<file path="src/rtl/kb_ascii_decoder.sv">
// rtl/kb_ascii_decoder.sv - PS/2 set-2 scancode to ASCII decoder with output character FIFO
module kb_ascii_decoder #(
  parameter int          DEPTH        = 8,
  parameter bit          DROP_UNKNOWN = 1'b1,
  parameter logic [7:0]  UNKNOWN_CHAR = 8'hFF
) (
  input  logic                     clk,
  input  logic                     i_sclr,
  input  logic [7:0]               i_scancode,
  input  logic                     i_valid,
  output logic [7:0]               o_ascii,
  output logic                     o_valid,
  input  logic                     i_ready,
  output logic [$clog2(DEPTH):0]   o_count,
  output logic                     o_shift,
  output logic                     o_capslock,
  output logic                     o_overflow
);

  localparam int AW = $clog2(DEPTH);
  localparam logic [AW:0] CNT_FULL = (AW+1)'(DEPTH);

  typedef enum logic [1:0] {S_IDLE, S_BRK, S_EXT, S_EXT_BRK} state_t;

  state_t        r_state, w_state_nxt;
  logic          r_shift_l, r_shift_r, r_caps, r_caps_held;
  logic          w_shift_l_nxt, w_shift_r_nxt, w_caps_nxt, w_caps_held_nxt;
  logic          w_push;
  logic [7:0]    w_push_data;

  // Map entry layout: {letter, unshifted char, shifted char}; zero means unmapped.
  logic [16:0]   w_map;
  logic          w_map_hit, w_shift, w_sel_hi;
  logic [7:0]    w_map_char;

  logic [7:0]    r_mem [DEPTH];
  logic [AW-1:0] r_wptr, r_rptr;
  logic [AW:0]   r_count;
  logic          r_overflow;
  logic          w_pop, w_full, w_wr;

  // Scancode lookup; modifiers applied afterwards from pre-byte state.
  always_comb begin
    w_map = 17'h0;
    case (i_scancode)
      8'h1C: w_map = 17'h1_6141;  8'h32: w_map = 17'h1_6242;  8'h21: w_map = 17'h1_6343;
      8'h23: w_map = 17'h1_6444;  8'h24: w_map = 17'h1_6545;  8'h2B: w_map = 17'h1_6646;
      8'h34: w_map = 17'h1_6747;  8'h33: w_map = 17'h1_6848;  8'h43: w_map = 17'h1_6949;
      8'h3B: w_map = 17'h1_6A4A;  8'h42: w_map = 17'h1_6B4B;  8'h4B: w_map = 17'h1_6C4C;
      8'h3A: w_map = 17'h1_6D4D;  8'h31: w_map = 17'h1_6E4E;  8'h44: w_map = 17'h1_6F4F;
      8'h4D: w_map = 17'h1_7050;  8'h15: w_map = 17'h1_7151;  8'h2D: w_map = 17'h1_7252;
      8'h1B: w_map = 17'h1_7353;  8'h2C: w_map = 17'h1_7454;  8'h3C: w_map = 17'h1_7555;
      8'h2A: w_map = 17'h1_7656;  8'h1D: w_map = 17'h1_7757;  8'h22: w_map = 17'h1_7858;
      8'h35: w_map = 17'h1_7959;  8'h1A: w_map = 17'h1_7A5A;
      8'h16: w_map = 17'h0_3121;  8'h1E: w_map = 17'h0_3222;  8'h26: w_map = 17'h0_3323;
      8'h25: w_map = 17'h0_3424;  8'h2E: w_map = 17'h0_3525;  8'h36: w_map = 17'h0_3626;
      8'h3D: w_map = 17'h0_3727;  8'h3E: w_map = 17'h0_3828;  8'h46: w_map = 17'h0_3929;
      8'h45: w_map = 17'h0_3030;
      8'h4E: w_map = 17'h0_2D3D;  8'h55: w_map = 17'h0_5E7E;  8'h6A: w_map = 17'h0_5C7C;
      8'h54: w_map = 17'h0_4060;  8'h5B: w_map = 17'h0_5B7B;  8'h4C: w_map = 17'h0_3B2B;
      8'h52: w_map = 17'h0_3A2A;  8'h5D: w_map = 17'h0_5D7D;  8'h41: w_map = 17'h0_2C3C;
      8'h49: w_map = 17'h0_2E3E;  8'h4A: w_map = 17'h0_2F3F;
      8'h51: w_map = 17'h0_5F5F;  8'h66: w_map = 17'h0_0808;  8'h5A: w_map = 17'h0_0D0D;
      8'h29: w_map = 17'h0_2020;  8'h76: w_map = 17'h0_1B1B;
      default: w_map = 17'h0;
    endcase
  end

  assign w_shift    = r_shift_l | r_shift_r;
  assign w_map_hit  = (w_map[15:8] != 8'h00);
  assign w_sel_hi   = w_map[16] ? (w_shift ^ r_caps) : w_shift;
  assign w_map_char = w_sel_hi ? w_map[7:0] : w_map[15:8];

  // Parser next-state, modifier updates and push request for the current byte.
  always_comb begin
    w_state_nxt     = r_state;
    w_shift_l_nxt   = r_shift_l;
    w_shift_r_nxt   = r_shift_r;
    w_caps_nxt      = r_caps;
    w_caps_held_nxt = r_caps_held;
    w_push          = 1'b0;
    w_push_data     = 8'h00;
    if (i_valid) begin
      case (r_state)
        S_IDLE: begin
          if (i_scancode == 8'hF0) begin
            w_state_nxt = S_BRK;
          end else if (i_scancode == 8'hE0) begin
            w_state_nxt = S_EXT;
          end else if (i_scancode == 8'h12) begin
            w_shift_l_nxt = 1'b1;
          end else if (i_scancode == 8'h59) begin
            w_shift_r_nxt = 1'b1;
          end else if (i_scancode == 8'h58) begin
            // Typematic repeats of caps-lock must not re-toggle.
            if (!r_caps_held) w_caps_nxt = ~r_caps;
            w_caps_held_nxt = 1'b1;
          end else if (w_map_hit) begin
            w_push      = 1'b1;
            w_push_data = w_map_char;
          end else if (DROP_UNKNOWN == 1'b0) begin
            w_push      = 1'b1;
            w_push_data = UNKNOWN_CHAR;
          end
        end
        S_BRK: begin
          if (i_scancode == 8'h12) w_shift_l_nxt = 1'b0;
          if (i_scancode == 8'h59) w_shift_r_nxt = 1'b0;
          if (i_scancode == 8'h58) w_caps_held_nxt = 1'b0;
          w_state_nxt = S_IDLE;
        end
        S_EXT: begin
          if (i_scancode == 8'hF0) begin
            w_state_nxt = S_EXT_BRK;
          end else begin
            w_state_nxt = S_IDLE;
            if (i_scancode == 8'h5A) begin
              w_push      = 1'b1;
              w_push_data = 8'h0D;
            end else if (i_scancode == 8'h4A) begin
              w_push      = 1'b1;
              w_push_data = 8'h2F;
            end
          end
        end
        default: w_state_nxt = S_IDLE;
      endcase
    end
  end

  // Parser state and modifier registers.
  always_ff @(posedge clk) begin
    if (i_sclr) begin
      r_state     <= S_IDLE;
      r_shift_l   <= 1'b0;
      r_shift_r   <= 1'b0;
      r_caps      <= 1'b0;
      r_caps_held <= 1'b0;
    end else begin
      r_state     <= w_state_nxt;
      r_shift_l   <= w_shift_l_nxt;
      r_shift_r   <= w_shift_r_nxt;
      r_caps      <= w_caps_nxt;
      r_caps_held <= w_caps_held_nxt;
    end
  end

  assign w_pop  = o_valid & i_ready;
  assign w_full = (r_count == CNT_FULL);
  assign w_wr   = w_push & (~w_full | w_pop);

  // Character FIFO: pointers wrap naturally since DEPTH is a power of two.
  always_ff @(posedge clk) begin
    if (i_sclr) begin
      r_wptr     <= '0;
      r_rptr     <= '0;
      r_count    <= '0;
      r_overflow <= 1'b0;
    end else begin
      if (w_wr) begin
        r_mem[r_wptr] <= w_push_data;
        r_wptr        <= r_wptr + 1'b1;
      end
      if (w_pop) r_rptr <= r_rptr + 1'b1;
      if (w_wr && !w_pop) r_count <= r_count + 1'b1;
      else if (!w_wr && w_pop) r_count <= r_count - 1'b1;
      if (w_push && w_full && !w_pop) r_overflow <= 1'b1;
    end
  end

  assign o_valid    = (r_count != '0);
  assign o_ascii    = o_valid ? r_mem[r_rptr] : 8'h00;
  assign o_count    = r_count;
  assign o_shift    = w_shift;
  assign o_capslock = r_caps;
  assign o_overflow = r_overflow;

endmodule
</file>
<file path="config.mk">
export PLATFORM = sky130hd
export DESIGN_NAME = kb_ascii_decoder
export DESIGN_NICKNAME = d
export VERILOG_FILES = /design/src/rtl/kb_ascii_decoder.sv
export SDC_FILE = /design/constraint.sdc
export NUM_CORES = 1
export LEC_CHECK = 0
export CAP_MARGIN = 20
export CORE_MARGIN = 2
export CORE_UTILIZATION = 34
export DETAILED_ROUTE_END_ITERATION = 12
export PLACE_DENSITY_LB_ADDON = 0.15
export SLEW_MARGIN = 20
export SYNTH_ARGS = -nofsm -noshare
export SYNTH_HDL_FRONTEND = slang
export SYNTH_SLANG_ARGS = --single-unit
</file>
<file path="constraint.sdc">
create_clock -name clk -period 4.47 [get_ports clk]
set_input_delay 0.894 -clock clk [delete_from_list [all_inputs] [get_ports clk]]
set_output_delay 0.894 -clock clk [all_outputs]
set_load 0.02 [all_outputs]
</file>
# Word level (Yosys, flattened, before mapping)
# Memories as Yosys holds them, arrays and structs flattened. A register that Yosys moved wholly into a read port is not among the register bits.
# Index checks and enable logic that the tools add are counted.
# word_totals
register_bits	17
ram_bits	64
rom_bits	1920
out_inout_bits	16
wordCells	119
n_memories	2
# memory_table
name	depth	width	rd	rd_ports_with_merged_regs	wr	line_no	rtl
(name not given)	128	15	1	0	0	45	case (i_scancode)
r_mem	8	8	1	1	1	36	logic [7:0] r_mem [DEPTH];
# op_classes
n_addsub	4
eq_ne	21
n_mux	55
n_bitwise	12
n_reduce_logical	16
# ops
op	n
$mux W8	9
$eq A8 B7 Y1 const B	4
$mux W1	29
$ne A2 B2 Y1 const B	10
$mux W6	3
$mux W17	1
$eq A8 B8 Y1 const B	2
$pmux W8 S2	1
$reduce_and A8 Y1	2
$eq A8 B5 Y1 const B	1
$mux W4	2
$pmux W1 S2	4
$reduce_bool A8 Y1	1
$not A1 Y1	7
$reduce_and A7 Y1	1
$add A3 B1 Y3 const B	2
$mux W2	3
$mux W3	2
$reduce_and A6 Y1	1
$add A4 B1 Y4 const B	1
$eq A4 B4 Y1 const B	1
$logic_and A1 B1 Y1	4
$pmux W2 S2	1
$reduce_bool A2 Y1	2
other kinds (11)	14

# Depth between registers and ports, before layout
# An unclocked memory read counts as a cell.
# logic_depth
ltp_word	16
depth_mapped	20

# Worst setup path before layout
# Ideal clock, no wire load.
# synth_path
kind	input-to-reg
from	input i_scancode[1]
to	register r_count[3], in the netlist o_count[3]
setup_ns	0.070
arrival_ns	4.747
required_ns	4.400
slack_ns	-0.347
cell_stages	19
path_buffers	2
path_cell_list	buf_2 > inv_1 > ha_1 > nor2b_1 > or3b_1 > a21o_1 > a32o_1 > or4_4 > buf_6 > o31ai_4 > inv_2 > ha_1 > inv_1 > ha_1 > a21o_1 > a21oi_1 > xnor2_1 > or3_1 > a21oi_1
# synth_between
elab_chain_cells	15
elab_cells_between_ends	27
# synth_lines
element	line_no	rtl
from (decl)	9	input logic [7:0] i_scancode,
$mem_v2 Z128 W15	--	
$mux W17	45	
$reduce_bool A8 Y1	70	assign w_map_hit = (w_map[15:8] != 8'h00);
$mux W1	98	end else if (w_map_hit) begin
$mux W1	94	end else if (i_scancode == 8'h58) begin
$mux W1	92	end else if (i_scancode == 8'h59) begin
$mux W1	90	end else if (i_scancode == 8'h12) begin
$mux W1	88	end else if (i_scancode == 8'hE0) begin
$mux W1	86	if (i_scancode == 8'hF0) begin
$pmux W1 S2 *	84	case (r_state)
$mux W1 *	83	if (i_valid) begin
$and A1 B1 Y1 *	150	assign w_wr = w_push & (~w_full | w_pop);
$logic_not A1 Y1	166	else if (!w_wr && w_pop) r_count <= r_count - 1'b1;
$logic_and A1 B1 Y1	166	
$reduce_bool A2 Y1 (no source line)	--	
to (signal assigned)	165	if (w_wr && !w_pop) r_count <= r_count + 1'b1;
to (signal assigned)	166	
to (decl)	38	logic [AW:0] r_count;
# Every way passes the cells marked *; elsewhere a longest branch is shown, timed or not.
# A chain may end at the register's enable or synchronous reset.

# Worst setup path in the final report
# layout_path
from	input i_scancode[2]
to	register r_count[3], in the netlist o_count[3]
# Same word-level chain as after synthesis.

==> results.toml <==
[status]
status = "complete, no violations"

[logic_synthesis]
postSynthCellCount = 452
synth-main-ff-cell = "edfxtp_1"
syn_area_sq_um = 4690
synth_top_area_frac = 0.358
post-synth-top-area-cell = "edfxtp_1"
yosysUniqueCellTypes = 74
ys_ff_latch = 76
ys_top_cells_by_count = "56 x edfxtp_1, 32 x nor2_1, 31 x nand2_1, 28 x a21oi_1, 20 x dfxtp_1"
synth.most_common_cell = "edfxtp_1"
syn_nets = 477
ys_seq_area_frac = 0.443
syn_avg_cell_area_sq_um = 10.4
ys.warnings.count = 0
synth_area_leaders = "edfxtp_1 36%, dfxtp_1 8.5%, mux4_2 7.2%"
synth_async_sr_flop_share = 0
synth_edf_count = 56

[grt]
grt_usage = 0.189
grt_pass1_vias = 3867
grt_max_degree = 24
grt_pass1_wl_um = 21200
gr-total-overflow = 0
antenna_found_initial = 0

[setup_path]
r2r_cells = 14
cp-startpoint = "i_scancode[2]"
worstSetupEndpoint = "o_count[3]$_SDFFE_PP0P_"
endpoint_kind = "flop"
crit_arrival_ns = 4.62
start_kind = "primary input"
r2r_end = "o_count[3]$_SDFFE_PP0P_"
worstSetupPathType = "in2reg"
r2r-start = "r_state[0]$_SDFFE_PP0P_"
cp.required_ns = 4.73
cp_max_fo = 23
ff2ff_setup_slack_ns = 1.78

[power]
p_sw_frac = 0.318
ir_worst_vdd_v = 0.000203
intPower_mw = 1.78
sequentialPowerShare = 0.331
combPwrFrac = 0.364
leakage_nw = 2.23
p_clk_frac = 0.305
power_density_nw_per_um2 = 423
p_switching_uw = 830
power_mw = 2.61

[clock_tree]
htree_levels = 3
insertion_delay_ns = 0.34
ctsHoldBuffers = 0
cts_buffers = 9
cts.path.max_buffers = 2
clkTransAtPathRegs_ns = 0.06
cts_tree = "yes"
clkSinkCount = 76
cts.root.buffer_cell = "clkbuf_16"

[placement]
dp_cells = 714
dp_hpwl_um = 9910
port_buffers = 26
place_congestion = 0.961
dp_slack_ns = -0.465

[routing]
vias_per_cell = 5.42
drt_iter0_markers = 409
routedWlPerCell_um = 18.1
drt_pass1_iterations = 5
drt.antenna.violating_nets = 0
post-route-drc-count = 0
routed_wirelength_um = 13200
route.vias.total = 3964

[timing]
fin_crit_sh = 0.974
setup_violations = 0
worstMarginPinSlew_ns = 0.832
slew_violations = 0
slew_headroom = 0.442
final.setup.worst_slack_ns = 0.115
max_freq_mhz = 230
skew_ns = 0.00738
fin_crit_ns = 4.35
hold_violations = 0
fin_tns_setup_ns = 0

[cells_and_area]
drive_above_1_share = 0.288
syn_to_final_growth_pct = 31.3
final_cells = 731
final_util = 0.462
insertedDiodeCount = 0
fin_nets = 575
fill_cells = 1279

[floorplan]
std_cell_rows = 42
fp.dieH_um = 122
fp.coreArea_sq_um = 13300
dieArea_sq_um = 14800
fp.dieW_um = 122
io_pins = 28
start_util = 0.352

[run]
drv_cap = 0

[min_path]
hp-class = "reg2reg"
==> final cells by class <==
type	instances	area, sq um	area share
multi-input combinational	326	2450	0.397
sequential	76	2080	0.338
timing repair buffer	123	1030	0.167
clock buffer	9	225	0.0365
tap	176	220	0.0357
clock inverter	7	105	0.0170
inverter	14	55.1	0.00893
==> through the flow <==
| step | hold slack [ns] | instance area, sq um |
|---|---|---|
| floorplan | 0.422 | 4740 |
| global placement | 0.431 | 5780 |
| detailed placement | 0.439 | 5780 |
| CTS | 0.450 | 6110 |
| global route | 0.457 | 6160 |
| finish | 0.451 | 6160 |
==> cell families after synthesis <==
logic type      count (synthesis)  share of synthesized area
flops                          76                      0.443
xor+xnor                        8                     0.0149
compound gates                107                      0.158
buf+inv                        50                     0.0520
other cells                     1                   0.000799
fa+ha+maj                      13                     0.0362
mux                            27                     0.0978
simple gates                  170                      0.197
==> critical path, cell delays in order <==
cell and delay, ns:
clkdlybuf4s50_1 0.50, buf_12 0.17, buf_4 0.19, ha_1 0.26, a21oi_1 0.15, o31ai_1 0.08, a311oi_1 0.67, a211oi_2 0.13
nand2_1 0.17, o31ai_4 0.09, inv_2 0.08, ha_4 0.13, inv_2 0.04, ha_1 0.26, a21o_1 0.16, a21oi_2 0.12
xnor2_1 0.08, or3_1 0.32, a21oi_2 0.11
==> state kept, by name, summed over array words and instances, names as in the netlist, named ones only <==
register     flops
o_capslock       1
o_count          4
o_overflow       1
r_caps_held      1
r_mem           56
r_rptr           3
r_shift_l        1
r_shift_r        1
r_state          2
r_wptr           3
==> placed cells by master (no fill, tap or decap), drive strengths merged, types with 4 or more instances in the layout <==
cell type / n
nand2: 31
nor4: 6
buf: 97
clkdlybuf4s50: 23
clkbuf: 9
mux2i: 11
nor2b: 13
dfxtp: 20
nor3b: 4
or2: 6
mux4: 15
or4: 4
a21oi: 28
o31ai: 8
xnor2: 4
and2: 5
nor2: 32
nand3b: 5
a31oi: 4
nand4: 4
ha: 12
nand3: 12
nand2b: 14
inv: 18
nor3: 17
edfxtp: 56
xor2: 4
o21ai: 20
a211oi: 4
a311oi: 5
==> power groups by stage <==
stage / Combinational (mW) / Clock, mW / Sequential (mW)
finish: 0.950 / 0.797 / 0.864
global route: 1.04 / 0.845 / 0.875
CTS: 0.951 / 0.816 / 0.866
detailed placement: 0.948 / 0 / 0.881
global placement: 0.941 / 0 / 0.878
floorplan: 0.573 / 0 / 0.879
==> worst min-delay path by stage <==
stage	startpoint	to	slack, ns	cells after the start
final	r_caps_held$_SDFFE_PP0P_	r_caps_held$_SDFFE_PP0P_	0.45	2
after global routing	r_caps_held$_SDFFE_PP0P_	r_caps_held$_SDFFE_PP0P_	0.46	2
after CTS	r_caps_held$_SDFFE_PP0P_	r_caps_held$_SDFFE_PP0P_	0.45	2
after detailed placement	r_caps_held$_SDFFE_PP0P_	r_caps_held$_SDFFE_PP0P_	0.44	2
after global placement	r_caps_held$_SDFFE_PP0P_	r_caps_held$_SDFFE_PP0P_	0.43	2
after floorplan	r_caps_held$_SDFFE_PP0P_	r_caps_held$_SDFFE_PP0P_	0.42	2
==> repair_timing <==
| item | CTS | global route |
|---|---|---|
| buffers inserted | 0 | 1 |
| endpoints found under the setup margin | 1 | 2 |
| resized for setup | 3 | 15 |
| pin swaps | 0 | 2 |
==> layer usage <==
layer | global-route usage | vias up | wire, um
met2 | 0.309 | 83 | 6400
met3 | 0.0334 | 15 | 494
met5 | 0 | - | 0
met1 | 0.259 | 1940 | 6090
met4 | 0.0546 | 0 | 212
li1 | - | 1926 | -
No activity file was read; power rests on OpenSTA's default activity.
==> variant 1 (same settings) <==
`DROP_UNKNOWN`: 1'b1 -> 1'b0.
--- a/src/rtl/kb_ascii_decoder.sv
+++ b/src/rtl/kb_ascii_decoder.sv
@@ -2,5 +2,5 @@
 module kb_ascii_decoder #(
   parameter int          DEPTH        = 8,
-  parameter bit          DROP_UNKNOWN = 1'b1,
+  parameter bit          DROP_UNKNOWN = 1'b0,
   parameter logic [7:0]  UNKNOWN_CHAR = 8'hFF
 ) (
Behaviour: not the same (Yosys sat finds a counterexample within 4 cycles, from zero or initial values).
==> variant 1 against the unedited design <==
  * Final area decreased by 5.3%
  * Final cell count decreased by 8.6%
  * Worst setup slack improved by 550 ps
  * Synthesized cell count decreased by 1.5%
  * Via count decreased by 7.5%
  * Critical endpoint unchanged
  * Utilization decreased by 5.7 points
  * Wire length decreased by 7.9%
  * Total power decreased by 5.9%
  * Count of clock-buffer cells in the layout increased by 3
  * Sequential cell count increased by 8
  * Largest cell class unchanged
  * First-iteration DRC count decreased by 37%
  * Synthesized area increased by 6.2%
  * Register-to-register slack improved by 50 ps
==> variant 1: results (changes against the unedited design) <==
metric;value;unit;change
starting density of the core;34.6;%;was 35.2%
EDFF count, synth;64;;was 56
HPWL after detailed placement;8680;um;was 9910 um
slowest library cell on the worst path;clkdlybuf4s50_1;;was a311oi_1
Worst Clk Skew;8.04;ps;was 7.38 ps
number of buffers added for setup after CTS;0;;unchanged
pin count of the biggest net entering global routing;48;;was 24
R2R Setup Slk;1830;ps;was 1780 ps
final wirelength;12100;um;was 13200 um
Crit path arrival time;4070;ps;was 4620 ps
worst-case hold path end point;r_shift_r;;was r_caps_held
count of fill cells added during filler insertion;1385;;was 1279
Critical Path Max Stage Delay;490;ps;was 670 ps
Biggest register;r_mem;;unchanged
total cell area at the placement stage;5550;um2;was 5780 um2
Post-Syn Nets;470;;was 477
portion of the post-synthesis area used by sequential elements;46.6;%;was 44.3%
Leakage Power;2.02;nW;was 2.23 nW
worst-skew pair later-pin latency;330;ps;
antenna violations before repair;0;;unchanged
number of detailed-route iterations in the first pass;6;;was 5
Peak supply drop;0.179;mV;was 0.203 mV
normalized max-slew margin;35.3;%;was 44.2%
total clock buffers created by CTS;9;;unchanged
end of the worst register-to-register path;o_count[3];;unchanged
hold path cells;2;;unchanged
number of synthesis warnings;0;;unchanged
via count of the first global-routing pass;3568;;was 3867
CTS resizes;0;;was 3
Commonest cells post-synth;edfxtp_1, nor2_1, a21oi_1, nand2_1, mux2i_1;;was edfxtp_1, nor2_1, nand2_1
global-route total usage across every layer;15.7;%;was 18.9%
maximum fanout along the worst path;6;;was 23
Cell variety after synth;75;;was 74
share of layout cells above drive strength 1;15.9;%;was 28.8%
drt first-iter violations;257;;was 409
routability congestion estimate;0.832;;was 0.961
quantity of I/O buffers inserted on ports;27;;was 26
hold_sp;r_shift_r;;was r_caps_held
clock tree root buffer cell;clkbuf_16;;unchanged
type of the tightest min-delay check;flip-flop to flip-flop;;unchanged
Clock Tree Buf Depth;2;;unchanged
max reg flops;64;;was 56
antenna diode instance count;0;;unchanged
Reg2Reg Depth;12;;was 14
outcome;finished, final reports clean;;unchanged
nets;504;;was 575
total via count in the routed design;3666;;was 3964
Area contributors post-synth;edfxtp_1, dfxtp_1, mux4_2;;unchanged
wire length of the first global-routing pass;19300;um;was 21200 um
## variant 1: worst max path at each step
stage	endpoint	slack [ps]	from	cells after the start
6_report	o_count[3]	660	i_scancode[1]	15
5_1_grt	o_count[3]	460	i_scancode[1]	15
3_5_place_dp	o_count[3]	300	i_scancode[1]	15
2_1_floorplan	r_mem[3][0]	670	i_scancode[1]	10
4_1_cts	o_count[3]	650	i_scancode[1]	15
3_3_place_gp	o_count[3]	390	i_scancode[1]	15
## variant 1: cell type report
type / count / area, um2 / share of cell area [%]
clock buffers: 12 / 236 / 4.05
well taps: 184 / 230 / 3.94
multi-input cells: 314 / 2420 / 41.5
flip-flops and latches: 84 / 2320 / 39.8
clock inverters: 4 / 50.0 / 0.857
repair buffers: 55 / 518 / 8.87
inverters: 15 / 56.3 / 0.965
## variant 1: where the power goes
group          switching, W  internal [W]
Combinational      0.000411      0.000381
Sequential        0.0000482      0.000900
Clock              0.000283      0.000432
Total              0.000742       0.00171
## variant 1: cells by family (layout without fill, tap and decap cells)
family          Yosys count  after routing  synth area share [%]
compound gates           98             98                  13.9
simple gates            153            153                  17.0
xor+xnor                 10             10                  1.76
buf+inv                  47             86                  5.22
mux                      40             40                  12.1
fa+ha+maj                13             13                  3.41
flops                    84             84                  46.6
## variant 1: metal layers
layer  GRT usage, %  routed length (um)  vias up
met4           5.75                 200        0
met5              0                   0        -
li1               -                   -     1774
met3           2.23                 407       21
met1           20.3                5330     1776
met2           26.7                6210       95
## variant 1: critical path: cells and delay by family
kind | cells | cell delay [ps]
adders and majority gates | 3 | 760
AOI/OAI and AO/OA | 6 | 1090
and+or+nand+nor | 2 | 530
xor gates and xnor gates | 1 | 90
buffers and inverters | 3 | 700
## variant 1: stage by stage
step / total power (W) / setup WS (ps) / hold WS, ps / std cells
after CTS: 0.00249 / 649 / 480 / 668
after detailed placement: 0.00177 / 296 / 472 / 652
after global routing: 0.00259 / 457 / 494 / 668
final: 0.00246 / 665 / 480 / 668
after floorplan: 0.00150 / 668 / 454 / 445
after global placement: 0.00176 / 394 / 469 / 652
==> variant 2 (config.mk and constraints unchanged) <==
Made on the original files. Put one more register stage on the output `o_overflow`, without a reset. The value now appears one clock later. The other outputs are not delayed to match.
--- a/src/rtl/kb_ascii_decoder.sv
+++ b/src/rtl/kb_ascii_decoder.sv
@@ -174,5 +174,7 @@
   assign o_shift    = w_shift;
   assign o_capslock = r_caps;
-  assign o_overflow = r_overflow;
+  always_ff @(posedge clk) begin
+    o_overflow <= r_overflow;
+  end
 
 endmodule
Function: no difference found for any inputs over 4 cycles, from zero or initial values; that may be too few to reach the edited logic, so the function may still have changed.
==> variant 2 against the unedited design <==
  * Clock skew grew 4.0 ps
  * Combinational power shrank 0.4%
  * Final area is essentially flat
  * Critical endpoint unchanged
  * Wire length grew 0.45%
  * Maximum frequency grew 1.1%
  * Worst setup slack gained 49 ps
  * Synthesized area grew 0.43%
  * First-iteration DRC count shrank 17%
  * Count of clock-buffer cells in the layout grew 1
  * Highest routed layer unchanged
  * Sequential cell count grew 1
  * Total power shrank 0.37%
==> variant 2: results (changes against the unedited design) <==
metric;value;unit;change
Worst Clk Skew;11.4;ps;was 7.38 ps
worst setup slack before clock tree synthesis;-386;ps;was -465 ps
number of H-tree levels;3;;unchanged
met1 track demand over resource;24.8;%;was 25.9%
share of flip-flops with an asynchronous set or reset;0;%;unchanged
portion of the post-synthesis area used by sequential elements;44.6;%;was 44.3%
Detail Route met2 WL;6390;um;was 6400 um
slowest library cell on the worst path;or4_4;;was a311oi_1
HPWL after detailed placement;9930;um;was 9910 um
nets;578;;was 575
outcome;finished, final reports clean;;unchanged
actual slew at the worst max-slew pin;783;ps;was 832 ps
count of placed standard cells including taps;722;;was 714
number of pins with negative max-slew slack in the final report;0;;unchanged
GR Util met3;3.37;%;was 3.34%
Post-Syn Nets;478;;was 477
share of layout cells above drive strength 1;27.8;%;was 28.8%
Synth Instances;453;;was 452
quantity of I/O buffers inserted on ports;26;;unchanged
GRT met2 Usage;31.4;%;was 30.9%
Cell variety after synth;74;;unchanged
top cell family by delay on the critical path;simple AND/OR/NAND/NOR gates;;was compound AO/OA/AOI/OAI gates
final cell count without fillers;738;;was 731
pin count of the biggest net entering global routing;27;;was 24
adder-cell share of the synthesized area;3.61;%;was 3.62%
wire length of the first global-routing pass;21300;um;was 21200 um
total via count in the routed design;3909;;was 3964
total cell area at the placement stage;5800;um2;was 5780 um2
portion of synthesized cell area occupied by the leading cell type;35.7;%;was 35.8%
met1 routed wirelength after detailed routing;6150;um;was 6090 um
count of fill cells added during filler insertion;1314;;was 1279
Routed wire per std cell;18.0;um;was 18.1 um
multiplexer area fraction after synthesis;9.74;%;was 9.78%
metal3 WL;418;um;was 494 um
Crit path arrival time;4570;ps;was 4620 ps
global-route total usage across every layer;18.8;%;was 18.9%
routability congestion estimate;0.955;;was 0.961
Critical Path Max Stage Delay;510;ps;was 670 ps
Peak supply drop;0.198;mV;was 0.203 mV
drt first-iter violations;339;;was 409
Synth Area in XOR/XNOR;1.49;%;about the same
compound-gate portion of the synthesized area;15.7;%;was 15.8%
maximum fanout along the worst path;26;;was 23
Commonest cells post-synth;edfxtp_1, nor2_1, nand2_1;;unchanged
Area contributors post-synth;edfxtp_1, dfxtp_1, mux4_2;;unchanged
CTS resizes;4;;was 3
Leakage Power;2.24;nW;was 2.23 nW
==> variant 2: report_power, final <==
group | switching (W) | internal [W]
registers | 0.0000595 | 0.000815
clock network | 0.000286 | 0.000494
logic | 0.000473 | 0.000473
total | 0.000819 | 0.00178
==> variant 2: layout make-up <==
| class | instances | area [um2] | share of cell area [%] |
|---|---|---|---|
| tap | 180 | 225 | 3.65 |
| clock inverter | 6 | 96.3 | 1.56 |
| timing repair buffer | 125 | 1030 | 16.8 |
| sequential | 77 | 2100 | 34.1 |
| clock buffer | 10 | 229 | 3.71 |
| multi-input combinational | 326 | 2420 | 39.3 |
| inverter | 14 | 55.1 | 0.893 |
==> variant 2: path summary, 6_finish.rpt <==
kind	startpoint	to	slack [ps]	depth (start not counted)
max	i_scancode[2]	o_count[3]	160	17
min	r_overflow	o_overflow	360	0
max reg2reg	r_state[0]	o_count[3]	1690	14
min reg2reg	r_overflow	o_overflow	360	0
